[src/rtl/ram_port_arbiter.sv]
// Round-robin arbiter for two requesters sharing one single-port synchronous RAM,
// with read-data steering and a hardware zero-fill sequence.
module ram_port_arbiter #(
  parameter int unsigned DATA_W = 8,
  parameter int unsigned ADDR_W = 8
) (
  input  logic              clk,
  input  logic              reset,
  input  logic              a_req,
  input  logic              a_we,
  input  logic [ADDR_W-1:0] a_addr,
  input  logic [DATA_W-1:0] a_wdata,
  output logic              a_gnt,
  output logic              a_rvalid,
  input  logic              b_req,
  input  logic              b_we,
  input  logic [ADDR_W-1:0] b_addr,
  input  logic [DATA_W-1:0] b_wdata,
  output logic              b_gnt,
  output logic              b_rvalid,
  output logic [DATA_W-1:0] rdata,
  input  logic              clear_req,
  output logic              clear_busy,
  output logic              clear_done,
  output logic [ADDR_W-1:0] mem_addr,
  output logic              mem_we,
  output logic [DATA_W-1:0] mem_din,
  input  logic [DATA_W-1:0] mem_dout
);

  localparam int unsigned       DEPTH     = 2 ** ADDR_W;
  localparam logic [ADDR_W-1:0] LAST_ADDR = ADDR_W'(DEPTH - 1);

  typedef enum logic {ST_IDLE, ST_CLEAR} state_t;

  state_t            r_state;
  logic              r_last_b;
  logic [ADDR_W-1:0] r_cnt;
  logic              r_pend_a;
  logic              r_pend_b;
  logic              r_done;
  logic              w_a_gnt;
  logic              w_b_gnt;

  // Ties go to whoever did not win last; reset biases the first tie toward A.
  always_comb begin
    w_a_gnt = 1'b0;
    w_b_gnt = 1'b0;
    if (!reset && r_state == ST_IDLE && !clear_req) begin
      if (a_req && (!b_req || r_last_b)) w_a_gnt = 1'b1;
      else if (b_req)                    w_b_gnt = 1'b1;
    end
  end

  always_comb begin
    mem_we   = 1'b0;
    mem_addr = '0;
    mem_din  = '0;
    if (!reset && r_state == ST_CLEAR) begin
      mem_we   = 1'b1;
      mem_addr = r_cnt;
    end else if (w_a_gnt) begin
      mem_we   = a_we;
      mem_addr = a_addr;
      mem_din  = a_wdata;
    end else if (w_b_gnt) begin
      mem_we   = b_we;
      mem_addr = b_addr;
      mem_din  = b_wdata;
    end
  end

  always_ff @(posedge clk or posedge reset) begin
    if (reset) begin
      r_state  <= ST_IDLE;
      r_last_b <= 1'b1;
      r_cnt    <= '0;
      r_pend_a <= 1'b0;
      r_pend_b <= 1'b0;
      r_done   <= 1'b0;
    end else begin
      r_pend_a <= w_a_gnt & ~a_we;
      r_pend_b <= w_b_gnt & ~b_we;
      r_done   <= 1'b0;
      if (w_a_gnt)      r_last_b <= 1'b0;
      else if (w_b_gnt) r_last_b <= 1'b1;
      case (r_state)
        ST_IDLE: begin
          if (clear_req) r_state <= ST_CLEAR;
        end
        ST_CLEAR: begin
          r_cnt <= r_cnt + 1'b1;
          if (r_cnt == LAST_ADDR) begin
            r_state <= ST_IDLE;
            r_done  <= 1'b1;
          end
        end
        default: r_state <= ST_IDLE;
      endcase
    end
  end

  // RAM output is only meaningful the cycle after a read; zero it otherwise.
  assign a_gnt      = w_a_gnt;
  assign b_gnt      = w_b_gnt;
  assign a_rvalid   = r_pend_a;
  assign b_rvalid   = r_pend_b;
  assign rdata      = (r_pend_a | r_pend_b) ? mem_dout : '0;
  assign clear_busy = (r_state == ST_CLEAR);
  assign clear_done = r_done;

endmodule
[config.mk]
export PLATFORM = sky130hd
export DESIGN_NAME = ram_port_arbiter
export DESIGN_NICKNAME = d
export VERILOG_FILES = /design/src/rtl/ram_port_arbiter.sv
export SDC_FILE = /design/constraint.sdc
export NUM_CORES = 1
export LEC_CHECK = 0
export BUFFER_PORTS_ARGS = -buffer_cell sky130_fd_sc_hd__buf_2
export CAP_MARGIN = 20
export CELL_PAD_IN_SITES_DETAIL_PLACEMENT = 0
export CELL_PAD_IN_SITES_GLOBAL_PLACEMENT = 1
export CORE_ASPECT_RATIO = 0.7
export CORE_MARGIN = 2
export CORE_UTILIZATION = 28
export CTS_BUF_LIST = sky130_fd_sc_hd__clkbuf_4
export DETAILED_ROUTE_END_ITERATION = 12
export PLACE_DENSITY = 0.85
export SETUP_SLACK_MARGIN = 0.1
export SYNTH_ARGS = -nofsm -noshare
export SYNTH_HDL_FRONTEND = slang
export SYNTH_SLANG_ARGS = --single-unit
[constraint.sdc]
create_clock -name clk -period 3.4 [get_ports clk]
set_input_delay 1.02 -clock clk [delete_from_list [all_inputs] [get_ports clk]]
set_output_delay 1.02 -clock clk [all_outputs]
set_load 0.005 [all_outputs]
; Yosys cells after proc, flatten, opt, wreduce, memory -nomap -nowiden
; Index checks and enable logic that the tools add are counted.
[op_classes]
add_sub_neg = 1
n_reduce_logical = 9
shift = 0
mul = 0
n_mux = 22
bitwise_logic = 6
div = 0
eq_ne = 1
magnitude_cmp = 0
[op_table]
columns = operator, n
row1 = 2-to-1 mux 8 bit, 7
row2 = 2-to-1 mux 1 bit, 14
row3 = "adder 8 x 1 -> 8 bit, second input constant", 1
row4 = "equality test 8 bit, second input constant", 1
row5 = logical AND 1 bit, 4
row6 = zero test 1 bit, 3
row7 = inverter 1 bit, 3
row8 = AND 1 bit, 2
row9 = case mux 1 bit (2 select lines), 1
row10 = nonzero test 2 bit, 1
row11 = logical OR 1 bit, 1
row12 = OR 1 bit, 1
[totals]
ram_bits = 0
memories = 0
latchBits = 0
mem_bits_ro = 0
out_inout_bits = 31
in_bits = 47
wordCells = 45
ff_bits = 13

; Depth between registers and ports, before layout
; Gate-level depths: netlist of the first run.
[logic_depth]
word_depth = 8
depth_mapped = 6
ltp_nobuf = 4

; Worst setup path before layout of the first run
; OpenSTA, ideal clock, no wires.
[synth_path]
kind = in2out
from = input port reset
to = output port mem_din[0]
path_buffers = 2
required_time_ns = 2.380
slack_ns = 0.391
t_arrival_ns = 1.989
stages = 5
path_cell_list = or3_1 buf_6 nor3b_4 buf_6 a22o_1
[synth_between]
word_cells_on_any_way = 9
classes_between = 5 x mux / 4 x reduce/logical
[synth_rtl]
columns = element, line
row1 = from (decl), 8  ; input logic reset,
row2 = zero test 1 bit (no source line), n/a
row3 = logical AND 1 bit (2 in a row), 49  ; if (!reset && r_state == ST_IDLE && !clear_req) begin
row4 = 2-to-1 mux 1 bit, 49
row5 = named net a_gnt, 13  ; output logic a_gnt,
row6 = 2-to-1 mux 8 bit, 62  ; end else if (w_a_gnt) begin
row7 = 2-to-1 mux 8 bit, 59  ; if (!reset && r_state == ST_CLEAR) begin
row8 = to (decl), 27  ; output logic [DATA_W-1:0] mem_din,
; The timed path passes the listed nets, and every way through them passes these cells.

; Worst setup path after layout of the first run
[layout_path]
from = input port reset
to = output port mem_din[1]
[layout_between]
elab_chain_cells = 7
word_cells_on_any_way = 9
classes_between = 5 x mux / 4 x reduce/logical
[layout_lines]
columns = element, line
row1 = zero test 1 bit (no source line) *, n/a
row2 = logical AND 1 bit (2 in a row), 49
row3 = 2-to-1 mux 1 bit, 49
row4 = 2-to-1 mux 8 bit, 66  ; end else if (w_b_gnt) begin
row5 = 2-to-1 mux 8 bit, 62
row6 = 2-to-1 mux 8 bit *, 59
; Mark *: on every way between the ends. The rest lies on a longest branch, timed or not.

==> results of run 1 <==
## final cells by class
cell class | count | area share (%)
repair buffers | 81 | 31.38
well taps | 38 | 3.486
clock buffers | 4 | 2.202
flip-flops and latches | 13 | 23.94
multi-input cells | 76 | 38.72
inverters | 1 | 0.2752
## power by group
| part | leakage [nW] | internal, mW | switching (mW) | total (mW) |
|---|---|---|---|---|
| Combinational | 0.561 | 0.101 | 0.0661 | 0.167 |
| Sequential | 0.159 | 0.198 | 0.0592 | 0.257 |
| Clock | 0.0184 | 0.0535 | 0.0534 | 0.107 |
## state kept, by name, indices dropped and copies added, names as in the netlist
signal      cells
r_cnt           8
clear_busy      1
a_rvalid        1
clear_done      1
r_last_b        1
b_rvalid        1
## worst max-delay path by stage
stage / startpoint / to / slack (ns) / cells after the start
finish: reset / mem_din[1] / 0.19 / 6
global route: reset / mem_din[6] / 0.12 / 6
CTS: reset / mem_din[1] / 0.10 / 6
detailed placement: reset / mem_din[1] / 0.1 / 6
global placement: reset / mem_din[6] / 0.14 / 6
floorplan: reset / mem_din[0] / 0.39 / 5
## critical path, stage by stage
cell	delay [ns]
buf_2	0.12
or3_4	0.41
nor3b_4	0.18
buf_4	0.19
a22o_1	0.16
buf_2	0.11
## cells by family (layout without fill, tap and decap cells)
family	after synthesis	after routing	synth area share [%]
AND/OR/NAND/NOR	48	48	29.12
XOR/XNOR	7	7	6.731
adder cells (fa/ha/maj)	1	1	1.373
buffers and inverters	9	86	6.729
flip-flops	13	13	35.85
multiplexers	1	1	1.236
AO/OA/AOI/OAI	19	19	18.96
## metal layers
| layer | vias up | routed length [um] | share of wire (%) | global-route usage (%) |
|---|---|---|---|---|
| met5 | - | 0 | 0 | 0 |
| met4 | 0 | 0 | 0 | 2.830 |
| met3 | 0 | 292 | 10 | 5.620 |
| met2 | 49 | 1328 | 46 | 25.54 |
| met1 | 494 | 1239 | 43 | 18.76 |
| li1 | 513 | - | - | - |
## cell usage after synthesis
master | n | area share (%)
a21oi_1 | 1 | 0.55
a221o_1 | 8 | 8.8
a221o_2 | 1 | 1.2
a22o_1 | 8 | 7.7
a31oi_1 | 1 | 0.69
and2b_1 | 2 | 1.6
and2b_2 | 1 | 0.96
and3_1 | 2 | 1.4
buf_1 | 1 | 0.41
buf_2 | 1 | 0.55
buf_4 | 3 | 2.5
buf_6 | 2 | 2.5
clkbuf_1 | 1 | 0.41
dfrtp_1 | 12 | 33
dfstp_2 | 1 | 2.9
ha_1 | 1 | 1.4
inv_1 | 1 | 0.41
mux2_2 | 1 | 1.2
nand2_1 | 13 | 5.4
nand4_1 | 4 | 2.7
nor2_1 | 5 | 2.1
nor2b_1 | 9 | 6.2
nor3_1 | 9 | 4.9
nor3_2 | 1 | 1.1
nor3b_4 | 1 | 2.1
or3_1 | 1 | 0.69
xnor2_1 | 4 | 3.8
xor2_1 | 3 | 2.9
==> impl_metrics.env, run 1 <==
export IMPL_worstMarginPinSlew_ns=0.5077
export IMPL_hpwl_um=2336
export IMPL_finalMaxSlewViolations=0
export IMPL_setup_violations=0
export IMPL_r2r_end="a_rvalid"
export IMPL_num_fill_cells=308
export IMPL_worst_hold_path_type="reg2reg"
export IMPL_syn2layout_area_growth_pct=49.73
export IMPL_seq_area_sq_um=326.6
export IMPL_cap_violations=0
export IMPL_start_util_pct=29.13
export IMPL_hold_depth=1
export IMPL_hold_start="r_cnt[5]"
export IMPL_pre_cts_slack_ns=0.09854
export IMPL_rows=17
export IMPL_insertion_delay_ns=0.28
export IMPL_grt_max_degree=20
export IMPL_grt_use_total_pct=15.16
export IMPL_ys_seq_elements=13
export IMPL_drive_above_1_share_pct=52.57
export IMPL_placed_area_sq_um=1329
export IMPL_drcViolationCount=0
export IMPL_coreArea_sq_um=3127
export IMPL_fin_area_sq_um=1364
export IMPL_worstHoldEndpoint="r_cnt[5]"
export IMPL_fin_cells=213
export IMPL_hold_viol=0
export IMPL_setup_tns_final_ns=0
export IMPL_leakage_nw=0.7378
export IMPL_crit_path_max_fanout=11
export IMPL_power_density_nw_per_um2=389.3
export IMPL_fmaxAchievable_ghz=0.3111
export IMPL_max_slew_margin_pct=66.12
export IMPL_post_cts_repair_setup_buffers=0
export IMPL_fin_util_pct=43.62
export IMPL_grt_ovfl_total=0
export IMPL_synth_nets=146
export IMPL_fp_dieW_um=72.17
export IMPL_clk_path_buf_depth=2
export IMPL_vias=1056
export IMPL_wl_per_cell_um=13.43
export IMPL_postCtsResizedCells=0
export IMPL_grt_pass1_vias=960
export IMPL_clkTransAtPathRegs_ns=0.08
export IMPL_antenna_cells=0
export IMPL_start_kind="primary input"
export IMPL_dp_cells=209
export IMPL_hold_slack_ns=0.5077
export IMPL_rsz0062_at_grt="no"
export IMPL_r2r_start="clear_busy"
export IMPL_final_cell_mix="buf_2, nand2_1, dfrtp_1"
export IMPL_dieArea_sq_um=3733
export IMPL_ys_seq_area_share_pct=35.85
export IMPL_tritoncts="built"
export IMPL_setup_ws_ns=0.1851
export IMPL_io_buffers=77
export IMPL_antenna_found_initial=0
export IMPL_cts_root_buf="clkbuf_4"
export IMPL_place_congestion=0.8555
export IMPL_ant_nets=0
export IMPL_cts_made_buffers=3
export IMPL_crit_type="in2out"
export IMPL_period_share_pct=94.56
export IMPL_die_h_um=51.72
export IMPL_layout_commonest_cell="buf_2"
export IMPL_avgSynthCellArea_sq_um=9.295
export IMPL_clkSinkCount=13
export IMPL_finalPower_mw=0.5309
export IMPL_drt_iter0_drc=51
export IMPL_critPathRequiredTime_ns=2.38
export IMPL_post_route_min_period_ns=3.215
export IMPL_io_pins=78
export IMPL_multi_input_area_sq_um=528.0
export IMPL_synth_area_sq_um=910.9
export IMPL_fin_skew_ns=0.002977
export IMPL_yosysWarnings=0
export IMPL_ys_types=28
export IMPL_routed_wl_um=2861
export IMPL_vias_per_cell=4.958
export IMPL_fin_nets=224
export IMPL_r2r_setup_slack_ns=1.80
export IMPL_end_kind="output port"
export IMPL_hold_buffers=0
export IMPL_outcome="finished clean"
export IMPL_grt_pass1_wl_um=4367
export IMPL_synth_cells=98
export IMPL_cp_data_arrival_time_ns=2.19
export IMPL_h_tree_depth=1
export IMPL_r2r_cells=4
export IMPL_firstDrtPassIters=4
export IMPL_peakVddDrop_mv=0.1693
No activity file was read; power rests on OpenSTA's default activity.
==> inputs of run 2 (changes only) <==
==> constraint.sdc (replaced) <==
create_clock -name clk -period 3.4 [get_ports clk]
set_input_delay 0.51 -clock clk [delete_from_list [all_inputs] [get_ports clk]]
set_output_delay 0.51 -clock clk [all_outputs]
set_load 0.005 [all_outputs]
==> impl_metrics.env, run 2 (synthesis gave the netlist of run 1 again) <==
export IMPL_start_util_pct=29.13
export IMPL_hpwl_um=2348
export IMPL_placed_area_sq_um=1286
export IMPL_fin_skew_ns=0.007669
export IMPL_period_share_pct=79.45
export IMPL_coreArea_sq_um=3127
export IMPL_seq_power_share_pct=48.6
export IMPL_worst_hold_path_type="in2async"
export IMPL_swShare_pct=32.70
export IMPL_grt_pass1_wl_um=4381
export IMPL_clkTransAtPathRegs_ns=0.08
export IMPL_routed_wl_um=2829
export IMPL_ant_nets=0
export IMPL_max_slew_margin_pct=50.97
export IMPL_place_congestion=0.7706
export IMPL_fmaxAchievable_ghz=0.3702
export IMPL_syn2layout_area_growth_pct=44.51
export IMPL_insertion_delay_ns=0.28
export IMPL_num_fill_cells=316
export IMPL_drive_above_1_share_pct=50.88
export IMPL_layout_commonest_cell="buf_2"
export IMPL_die_h_um=51.72
export IMPL_leakage_nw=0.7135
export IMPL_hold_slack_ns=0.2804
export IMPL_critPathRequiredTime_ns=2.89
export IMPL_fin_util_pct=42.10
export IMPL_worstMarginPinSlew_ns=0.7339
export IMPL_setup_violations=0
export IMPL_crit_path_max_fanout=12
export IMPL_io_pins=78
export IMPL_cts_made_buffers=3
export IMPL_drcViolationCount=0
export IMPL_postCtsResizedCells=0
export IMPL_tritoncts="built"
export IMPL_cts_root_buf="clkbuf_4"
export IMPL_grt_max_degree=20
export IMPL_start_kind="flop"
export IMPL_hold_viol=0
export IMPL_r2r_setup_slack_ns=1.58
export IMPL_power_density_nw_per_um2=396.5
export IMPL_antenna_cells=0
export IMPL_final_cell_mix="buf_2, nand2_1, dfrtp_1"
export IMPL_grt_use_total_pct=15.22
export IMPL_setup_tns_final_ns=0
export IMPL_cap_violations=0
export IMPL_use_met3_pct=5.620
export IMPL_fp_dieW_um=72.17
export IMPL_hold_buffers=0
export IMPL_rsz0062_at_grt="no"
export IMPL_firstDrtPassIters=4
export IMPL_h_tree_depth=1
export IMPL_io_buffers=77
export IMPL_finalPower_mw=0.5219
export IMPL_outcome="finished clean"
export IMPL_wl_per_cell_um=13.54
export IMPL_top_register="r_cnt"
export IMPL_crit_type="reg2out"
export IMPL_grt_ovfl_total=0
export IMPL_fin_area_sq_um=1316
export IMPL_vias_per_cell=5.081
export IMPL_p_int_mw=0.3512
export IMPL_p_switching_mw=0.1707
export IMPL_finalMaxSlewViolations=0
export IMPL_top_usage_layer="met2"
export IMPL_dieArea_sq_um=3733
export IMPL_met1_usage_pct=18.57
export IMPL_end_kind="output port"
export IMPL_post_route_min_period_ns=2.701
export IMPL_largest_reg_flops=8
export IMPL_vias=1062
export IMPL_r2r_start="clear_busy"
export IMPL_critical_path_startpoint="clear_busy"
export IMPL_rows=17
export IMPL_power_frac_comb_pct=31.7
export IMPL_clkSinkCount=13
export IMPL_antenna_found_initial=0
export IMPL_grt_pass1_vias=1014
export IMPL_cp_data_arrival_time_ns=2.19
export IMPL_use_met2_pct=26.61
export IMPL_fin_nets=220
export IMPL_clk_path_buf_depth=2
export IMPL_pwr_share_clk_pct=19.7
export IMPL_post_cts_repair_setup_buffers=0
export IMPL_peakVddDrop_mv=0.2192
export IMPL_drt_iter0_drc=26
==> run 2: layer usage <==
| metal | up-vias | routed length (um) |
|---|---|---|
| met5 | - | 0 |
| met4 | 0 | 0 |
| met3 | 0 | 298 |
| met2 | 51 | 1348 |
| met1 | 506 | 1181 |
| li1 | 505 | - |
==> run 2: layout make-up <==
type | count | area [sq um] | share of cell area (%)
Inverter | 1 | 3.754 | 0.2852
Sequential cell | 13 | 326.6 | 24.81
Timing Repair Buffer | 77 | 385.4 | 29.28
Multi-Input combinational cell | 76 | 523.0 | 39.73
Tap cell | 38 | 47.55 | 3.612
Clock buffer | 4 | 30.03 | 2.281
==> run 2: critical path, cell delays in order (launching register included) <==
cell and delay, ns:
dfrtp_1 0.53, or3_1 0.60, nor3b_4 0.45, a221o_2 0.23, buf_2 0.11
==> run 2: metrics by stage <==
stage               std cells  worst slack [ns]
global route              209            0.5238
floorplan                  98             1.411
detailed placement        205            0.9442
finish                    209            0.6987
CTS                       209            0.6868
global placement          205            0.9984
==> run 2: path summary, 6_finish.rpt <==
kind                              end  cells after the start
setup / recovery               mem_we                      4
setup reg to reg             a_rvalid                      3
max in group asynchronous    r_last_b                      2
hold reg to reg              r_cnt[5]                      1
min in group clk           clear_busy                      3
hold / removal               r_cnt[6]                      2
==> run 2: power by group through the flow <==
stage	Sequential, mW	Combinational [mW]	Clock, mW
after detailed placement	0.256	0.167	0
final	0.254	0.166	0.103
after global routing	0.262	0.185	0.114
after global placement	0.256	0.162	0
after floorplan	0.242	0.108	0
after CTS	0.254	0.167	0.107
